==> src/rtl/r200_prefetch_if.sv <==
// Purpose: bundles the r200 prefetch memory port, redirect input and fetch-stage output.
// Latency: none, wires only.
// Backpressure: imem_gnt stalls issue; pop drains the head entry.
interface r200_prefetch_if;
    logic        imem_req;
    logic [31:0] imem_addr;
    logic        imem_gnt;
    logic        imem_rvalid;
    logic [31:0] imem_rdata;
    logic        redirect;
    logic [31:0] redirect_pc;
    logic        pop;
    logic        out_valid;
    logic [31:0] out_instrn;
    logic [31:0] out_pc;
    logic [31:0] out_pcp4;

    modport master (
        output imem_req, imem_addr, out_valid, out_instrn, out_pc, out_pcp4,
        input  imem_gnt, imem_rvalid, imem_rdata, redirect, redirect_pc, pop
    );

    modport slave (
        input  imem_req, imem_addr, out_valid, out_instrn, out_pc, out_pcp4,
        output imem_gnt, imem_rvalid, imem_rdata, redirect, redirect_pc, pop
    );
endinterface

==> src/rtl/r200_prefetch.sv <==
// Purpose: sequential instruction prefetch FIFO with redirect flush and in-flight discard.
// Latency: response visible on out_* the cycle after rvalid; redirect -> req next cycle.
// Backpressure: issue only while FIFO entries plus outstanding requests stay below DEPTH.
module r200_prefetch #(
    parameter int unsigned DEPTH    = 4,
    parameter logic [31:0] RESET_PC = 32'h0000_0000
) (
    input logic             clk,
    input logic             rst_n,
    r200_prefetch_if.master bus
);
    localparam int unsigned AW = $clog2(DEPTH);
    localparam int unsigned CW = AW + 1;

    logic [31:0]   r_fetch_pc;
    logic [31:0]   r_resp_pc;
    logic [CW-1:0] r_count;
    logic [CW-1:0] r_outstanding;
    logic [CW-1:0] r_discard;
    logic [AW-1:0] r_wr_ptr;
    logic [AW-1:0] r_rd_ptr;
    logic [31:0]   r_instrn_mem [DEPTH];
    logic [31:0]   r_pc_mem     [DEPTH];

    logic          w_req;
    logic          w_issue;
    logic          w_rsp;
    logic          w_drop;
    logic          w_push;
    logic          w_pop;
    logic          w_valid;
    logic [CW:0]   w_inflight;
    logic [CW-1:0] w_outstanding_nxt;
    logic [31:0]   w_redirect_pc;

    // Credits cover both queued entries and requests still in flight, so a full FIFO never sees a response.
    assign w_inflight        = {1'b0, r_count} + {1'b0, r_outstanding};
    assign w_req             = rst_n && (w_inflight < (CW+1)'(DEPTH)) && !bus.redirect;
    assign w_issue           = w_req && bus.imem_gnt;
    assign w_rsp             = bus.imem_rvalid && (r_outstanding != '0);
    assign w_drop            = w_rsp && (r_discard != '0);
    assign w_push            = w_rsp && (r_discard == '0);
    assign w_valid           = (r_count != '0);
    assign w_pop             = bus.pop && w_valid;
    assign w_outstanding_nxt = r_outstanding + CW'(w_issue) - CW'(w_rsp);
    assign w_redirect_pc     = {bus.redirect_pc[31:2], 2'b00};

    assign bus.imem_req   = w_req;
    assign bus.imem_addr  = r_fetch_pc;
    assign bus.out_valid  = w_valid;
    assign bus.out_instrn = w_valid ? r_instrn_mem[r_rd_ptr] : 32'h0;
    assign bus.out_pc     = w_valid ? r_pc_mem[r_rd_ptr] : 32'h0;
    assign bus.out_pcp4   = w_valid ? r_pc_mem[r_rd_ptr] + 32'd4 : 32'h0;

    always_ff @(posedge clk) begin
        if (w_push && !bus.redirect) begin
            r_instrn_mem[r_wr_ptr] <= bus.imem_rdata;
            r_pc_mem[r_wr_ptr]     <= r_resp_pc;
        end
    end

    always_ff @(posedge clk or negedge rst_n) begin
        if (!rst_n) begin
            r_fetch_pc    <= RESET_PC;
            r_resp_pc     <= RESET_PC;
            r_count       <= '0;
            r_outstanding <= '0;
            r_discard     <= '0;
            r_wr_ptr      <= '0;
            r_rd_ptr      <= '0;
        end else begin
            r_outstanding <= w_outstanding_nxt;
            if (bus.redirect) begin
                // Everything still in flight after this cycle belongs to the old stream.
                r_fetch_pc <= w_redirect_pc;
                r_resp_pc  <= w_redirect_pc;
                r_count    <= '0;
                r_wr_ptr   <= '0;
                r_rd_ptr   <= '0;
                r_discard  <= w_outstanding_nxt;
            end else begin
                if (w_issue) r_fetch_pc <= r_fetch_pc + 32'd4;
                if (w_push) begin
                    r_resp_pc <= r_resp_pc + 32'd4;
                    r_wr_ptr  <= r_wr_ptr + AW'(1);
                end
                if (w_pop)  r_rd_ptr  <= r_rd_ptr + AW'(1);
                if (w_drop) r_discard <= r_discard - CW'(1);
                r_count <= r_count + CW'(w_push) - CW'(w_pop);
            end
        end
    end
endmodule
==> src/flat_wrapper.sv <==
// flat-port wrapper written by rule: the top's interface ports become plain ports
module r200_prefetch_flat 
#(
    parameter int unsigned DEPTH    = 4,
    parameter logic [31:0] RESET_PC = 32'h0000_0000
)
  (clk, rst_n, bus_imem_req, bus_imem_addr, bus_out_valid, bus_out_instrn, bus_out_pc, bus_out_pcp4, bus_imem_gnt, bus_imem_rvalid, bus_imem_rdata, bus_redirect, bus_redirect_pc, bus_pop);
  r200_prefetch_if bus_i ();
  input logic clk;
  input logic rst_n;
  output wire logic [$bits(bus_i.imem_req)-1:0] bus_imem_req;
  output wire logic [$bits(bus_i.imem_addr)-1:0] bus_imem_addr;
  output wire logic [$bits(bus_i.out_valid)-1:0] bus_out_valid;
  output wire logic [$bits(bus_i.out_instrn)-1:0] bus_out_instrn;
  output wire logic [$bits(bus_i.out_pc)-1:0] bus_out_pc;
  output wire logic [$bits(bus_i.out_pcp4)-1:0] bus_out_pcp4;
  input wire logic [$bits(bus_i.imem_gnt)-1:0] bus_imem_gnt;
  input wire logic [$bits(bus_i.imem_rvalid)-1:0] bus_imem_rvalid;
  input wire logic [$bits(bus_i.imem_rdata)-1:0] bus_imem_rdata;
  input wire logic [$bits(bus_i.redirect)-1:0] bus_redirect;
  input wire logic [$bits(bus_i.redirect_pc)-1:0] bus_redirect_pc;
  input wire logic [$bits(bus_i.pop)-1:0] bus_pop;
  assign bus_imem_req = bus_i.imem_req;
  assign bus_imem_addr = bus_i.imem_addr;
  assign bus_out_valid = bus_i.out_valid;
  assign bus_out_instrn = bus_i.out_instrn;
  assign bus_out_pc = bus_i.out_pc;
  assign bus_out_pcp4 = bus_i.out_pcp4;
  assign bus_i.imem_gnt = bus_imem_gnt;
  assign bus_i.imem_rvalid = bus_imem_rvalid;
  assign bus_i.imem_rdata = bus_imem_rdata;
  assign bus_i.redirect = bus_redirect;
  assign bus_i.redirect_pc = bus_redirect_pc;
  assign bus_i.pop = bus_pop;
  r200_prefetch #(.DEPTH(DEPTH), .RESET_PC(RESET_PC)) u_core (.clk(clk), .rst_n(rst_n), .bus(bus_i));
endmodule
==> config.mk <==
export PLATFORM = sky130hd
export DESIGN_NAME = r200_prefetch_flat
export DESIGN_NICKNAME = d
export VERILOG_FILES = /design/src/rtl/r200_prefetch_if.sv /design/src/rtl/r200_prefetch.sv /design/src/flat_wrapper.sv
export SDC_FILE = /design/constraint.sdc
export NUM_CORES = 1
export LEC_CHECK = 0
export ABC_AREA = 0
export BUFFER_PORTS_ARGS = -buffer_cell sky130_fd_sc_hd__buf_4
export CAP_MARGIN = 25
export CORE_MARGIN = 10
export CORE_UTILIZATION = 48
export DETAILED_ROUTE_END_ITERATION = 8
export GPL_TIMING_DRIVEN = 0
export PLACE_DENSITY_LB_ADDON = 0.05
export SETUP_SLACK_MARGIN = 0.02
export SLEW_MARGIN = 25
export SYNTH_ARGS = -nofsm -noshare
export SYNTH_HDL_FRONTEND = slang
export SYNTH_SLANG_ARGS = --single-unit
==> constraint.sdc <==
create_clock -name clk -period 4.4 [get_ports clk]
set_input_delay 0 -clock clk [delete_from_list [all_inputs] [get_ports clk]]
set_output_delay 0 -clock clk [all_outputs]
set_load 0.005 [all_outputs]
==> impl_metrics.json <==
{
  "synthMuxAreaShare_pct": 10.8,
  "cp_cell_sequence": "ha_1, nor4_1, nand4_1, clkinv_1, buf_1, ha_1, fa_1, nand2_1, o21ai_0",
  "hold_ws_ns": 0.0912,
  "netlist.area_leader.share_pct": 51.5,
  "cts_tree": "yes",
  "regToRegStartpoint": "u_core.r_outstanding[2]",
  "grt_pass1_wl_um": 58200,
  "seq_area_frac_synth_pct": 64.1,
  "synth_compound_area_share_pct": 5.12,
  "ant_nets": 0,
  "synth_cells": 977,
  "path_class": "register to register",
  "clock-sinks": 321,
  "critPathArrivalTime_ns": 3.83,
  "ys_warn_count": 0,
  "synthSimpleGateAreaFrac_pct": 12.4,
  "tightest_slew_ns": 1.01,
  "power_density_nw_per_um2": 512,
  "vdd_drop_max_v": 0.000286,
  "die_x_um": 194,
  "critPathLaunch": "u_core.r_outstanding[2]",
  "maxCapViolations": 0,
  "drv_slew": 0,
  "p_total_mw": 9.36,
  "hold_class": "input port to async pin",
  "vias": 9391,
  "clk_latency_ns": 0.52,
  "antenna_found_initial": 2,
  "clk_path_buf_depth": 3,
  "grt.total_usage_pct": 19.2,
  "status": "finished, final reports clean",
  "clk_pin_slew_ns": 0.06,
  "hold_viol_final": 0,
  "synth_cell_type_count": 62,
  "drt_iter0_drc": 595,
  "area_growth_pct": 26.3,
  "fin_nets": 1364,
  "routed_via_density": 5.55,
  "synth-adder-area-share_pct": 1.57,
  "worstPathMaxFanout": 10,
  "wl_per_cell_um": 21.2,
  "cts-htree-levels": 2,
  "placedCellCount": 1566,
  "route.detailed.drc": 0,
  "synth_area_um2": 14500,
  "regToRegEndpoint": "u_core.r_discard[1]",
  "hpwlAfterDp_um": 24700,
  "grt_setup_unrepaired": "false",
  "synth.area.top_cells": "edfxtp_1, dfrtp_1, mux4_2",
  "slew_headroom_pct": 32.1,
  "die-area_um2": 37500,
  "drt-total-wl_um": 36000,
  "post-place-ws_ns": 0.952,
  "synth_top_family_by_area": "simple AND/OR/NAND/NOR gates",
  "ys_ff_latch": 321,
  "port_buffers": 190,
  "setup_ws_ns": 0.954,
  "utilization_pct": 61.5,
  "grt_pass1_vias": 9990,
  "path_common_cell": "ha_1",
  "regToRegSetupSlack_ns": 0.95,
  "cpMaxStageDelayCell": "nand4_1",
  "clock_skew_ns": 0.0274,
  "syn_area_per_cell_um2": 14.8,
  "design.core.area_um2": 29700,
  "async_reset_ff_share_pct": 22.7,
  "yosys.area.top_type": "edfxtp_1",
  "setup_viol": 0,
  "chipHeight_um": 194,
  "grt_max_degree": 76,
  "cp_slowest_stage_delay_ns": 0.51,
  "start_util_pct": 48.7,
  "cts_root_buf": "clkbuf_16",
  "period_share_pct": 78.3,
  "period_minus_slack_ns": 3.45,
  "leakage_nw": 6.64,
  "globalplace.congestion": 0.844,
  "max_clock_freq_ghz": 0.290,
  "synth_edf_count": 248,
  "cp-end-kind": "register",
  "overflow": 0,
  "final_cells": 1693,
  "r2r.worst_path.cells": 9,
  "worst_setup_path_start_kind": "register",
  "ys.flop_type": "edfxtp_1",
  "rows": 63,
  "drive_gt1_share_pct": 25.6,
  "io-pin-count": 200,
  "numCtsBuffers": 35,
  "synth_xor_area_share_pct": 3.09,
  "critPathRequiredTime_ns": 4.79,
  "first_pass_iters": 7
}
-- cell usage in the layout, fill, tap and decap left out, drive strengths merged, types with 3 or more instances in the layout --
cell type    count
a21oi           22
a31oi            8
a41oi            4
and2            72
and3            19
and4            11
buf            215
bufinv           3
clkbuf          78
clkinv          13
conb             6
dfrtp           73
dlygate4sd3     64
edfxtp         248
ha              15
inv             23
mux2             8
mux4            62
nand2           61
nand3           28
nand4           29
nor2            38
nor2b            3
nor3             9
nor4            12
nor4b            4
o211ai          12
o21ai           53
o311ai           9
o31ai            6
or3             17
or4              6
xnor2           26
xor2            25
-- sequential cells by signal, summed over array words and instances, names as in the netlist --
signal	cells
u_core.r_outstanding	3
u_core.r_discard	3
u_core.r_rd_ptr	2
u_core.r_count	3
u_core.r_resp_pc	30
u_core.bus.imem_addr	30
u_core.r_instrn_mem	128
u_core.r_wr_ptr	2
u_core.r_pc_mem	120
-- per-layer routing --
metal / vias to the layer above / GRT usage [%] / share of wire [%]
li1: 4377 / - / -
met1: 4681 / 27.2 / 46
met2: 301 / 30.3 / 47
met3: 32 / 3.75 / 5.8
met4: 0 / 3.78 / 1.2
met5: - / 0 / 0
-- cell type report --
type,count,area [um2]
plain buffers,54,327
well taps,390,488
clock inverters,17,169
repair buffers,258,2160
inverters,23,86.3
multi-input cells,584,4820
diodes,1,2.50
flip-flops and latches,321,9270
fillers,2302,11400
clock buffers,45,945
-- timing repair --
action                                 4_1_cts  5_1_grt
gates resized for setup                      0        0
endpoints found under the hold margin      262        0
setup buffers                                0        0
hold buffers                                64        0
-- how the worst max path moves through the flow --
stage / endpoint / slack (ns) / depth (start not counted)
2_1_floorplan: u_core.r_instrn_mem[0][0] / 1.07 / 6
3_5_place_dp: u_core.r_discard[1] / 0.95 / 9
4_1_cts: u_core.r_discard[1] / 0.93 / 9
6_report: u_core.r_discard[1] / 0.95 / 9
3_3_place_gp: u_core.r_instrn_mem[0][18] / -0.52 / 6
5_1_grt: u_core.r_discard[1] / 0.74 / 9
-- cells by family (layout without fill, tap and decap cells) --
logic type               count (synthesis)  after routing
XOR/XNOR                                51             51
buffers and inverters                   77            397
other                                    1              7
flip-flops                             321            321
AND/OR/NAND/NOR                        317            317
AO/OA/AOI/OAI                          122            122
multiplexers                            71             71
adder cells (fa/ha/maj)                 17             17
-- Yosys cell counts, types with 3 or more instances --
cell,n
nor3_1,9
and4_1,8
xor2_1,25
nand2_1,61
mux2_2,8
clkbuf_1,31
nor2b_1,3
and3_1,17
and2_1,70
mux4_1,19
a41oi_1,4
nand4_1,27
nor2_1,38
dfrtp_1,73
a31oi_1,8
mux4_2,43
buf_4,6
o211ai_1,12
ha_1,15
or3_2,3
xnor2_1,26
o21ai_0,53
or4_1,6
buf_2,6
o31ai_1,6
a21oi_1,22
o311ai_0,9
edfxtp_1,248
or3_1,13
inv_1,21
nor4b_1,4
nand3_1,28
nor4_1,11
buf_6,4
-- where the power goes --
| part | internal (mW) | switching, mW |
|---|---|---|
| clock network | 1.69 | 1.13 |
| logic | 1.47 | 1.41 |
| registers | 3.47 | 0.177 |
-- worst max-delay path, delay by kind of cell (launching register included) --
kind	cells	cell delay [ns]
adders and majority gates	3	1.01
buffers and inverters	2	0.88
DFF	1	0.41
and+or+nand+nor	3	0.94
AOI/OAI and AO/OA	1	0.08
-- metrics by stage --
step	area, um2	TNS [ns]
after floorplan	14500	0
after global placement	16400	-121.99
after detailed placement	16500	0
after CTS	18300	0
after global routing	18300	0
final	18300	0
No activity file was read; power rests on OpenSTA's default activity.
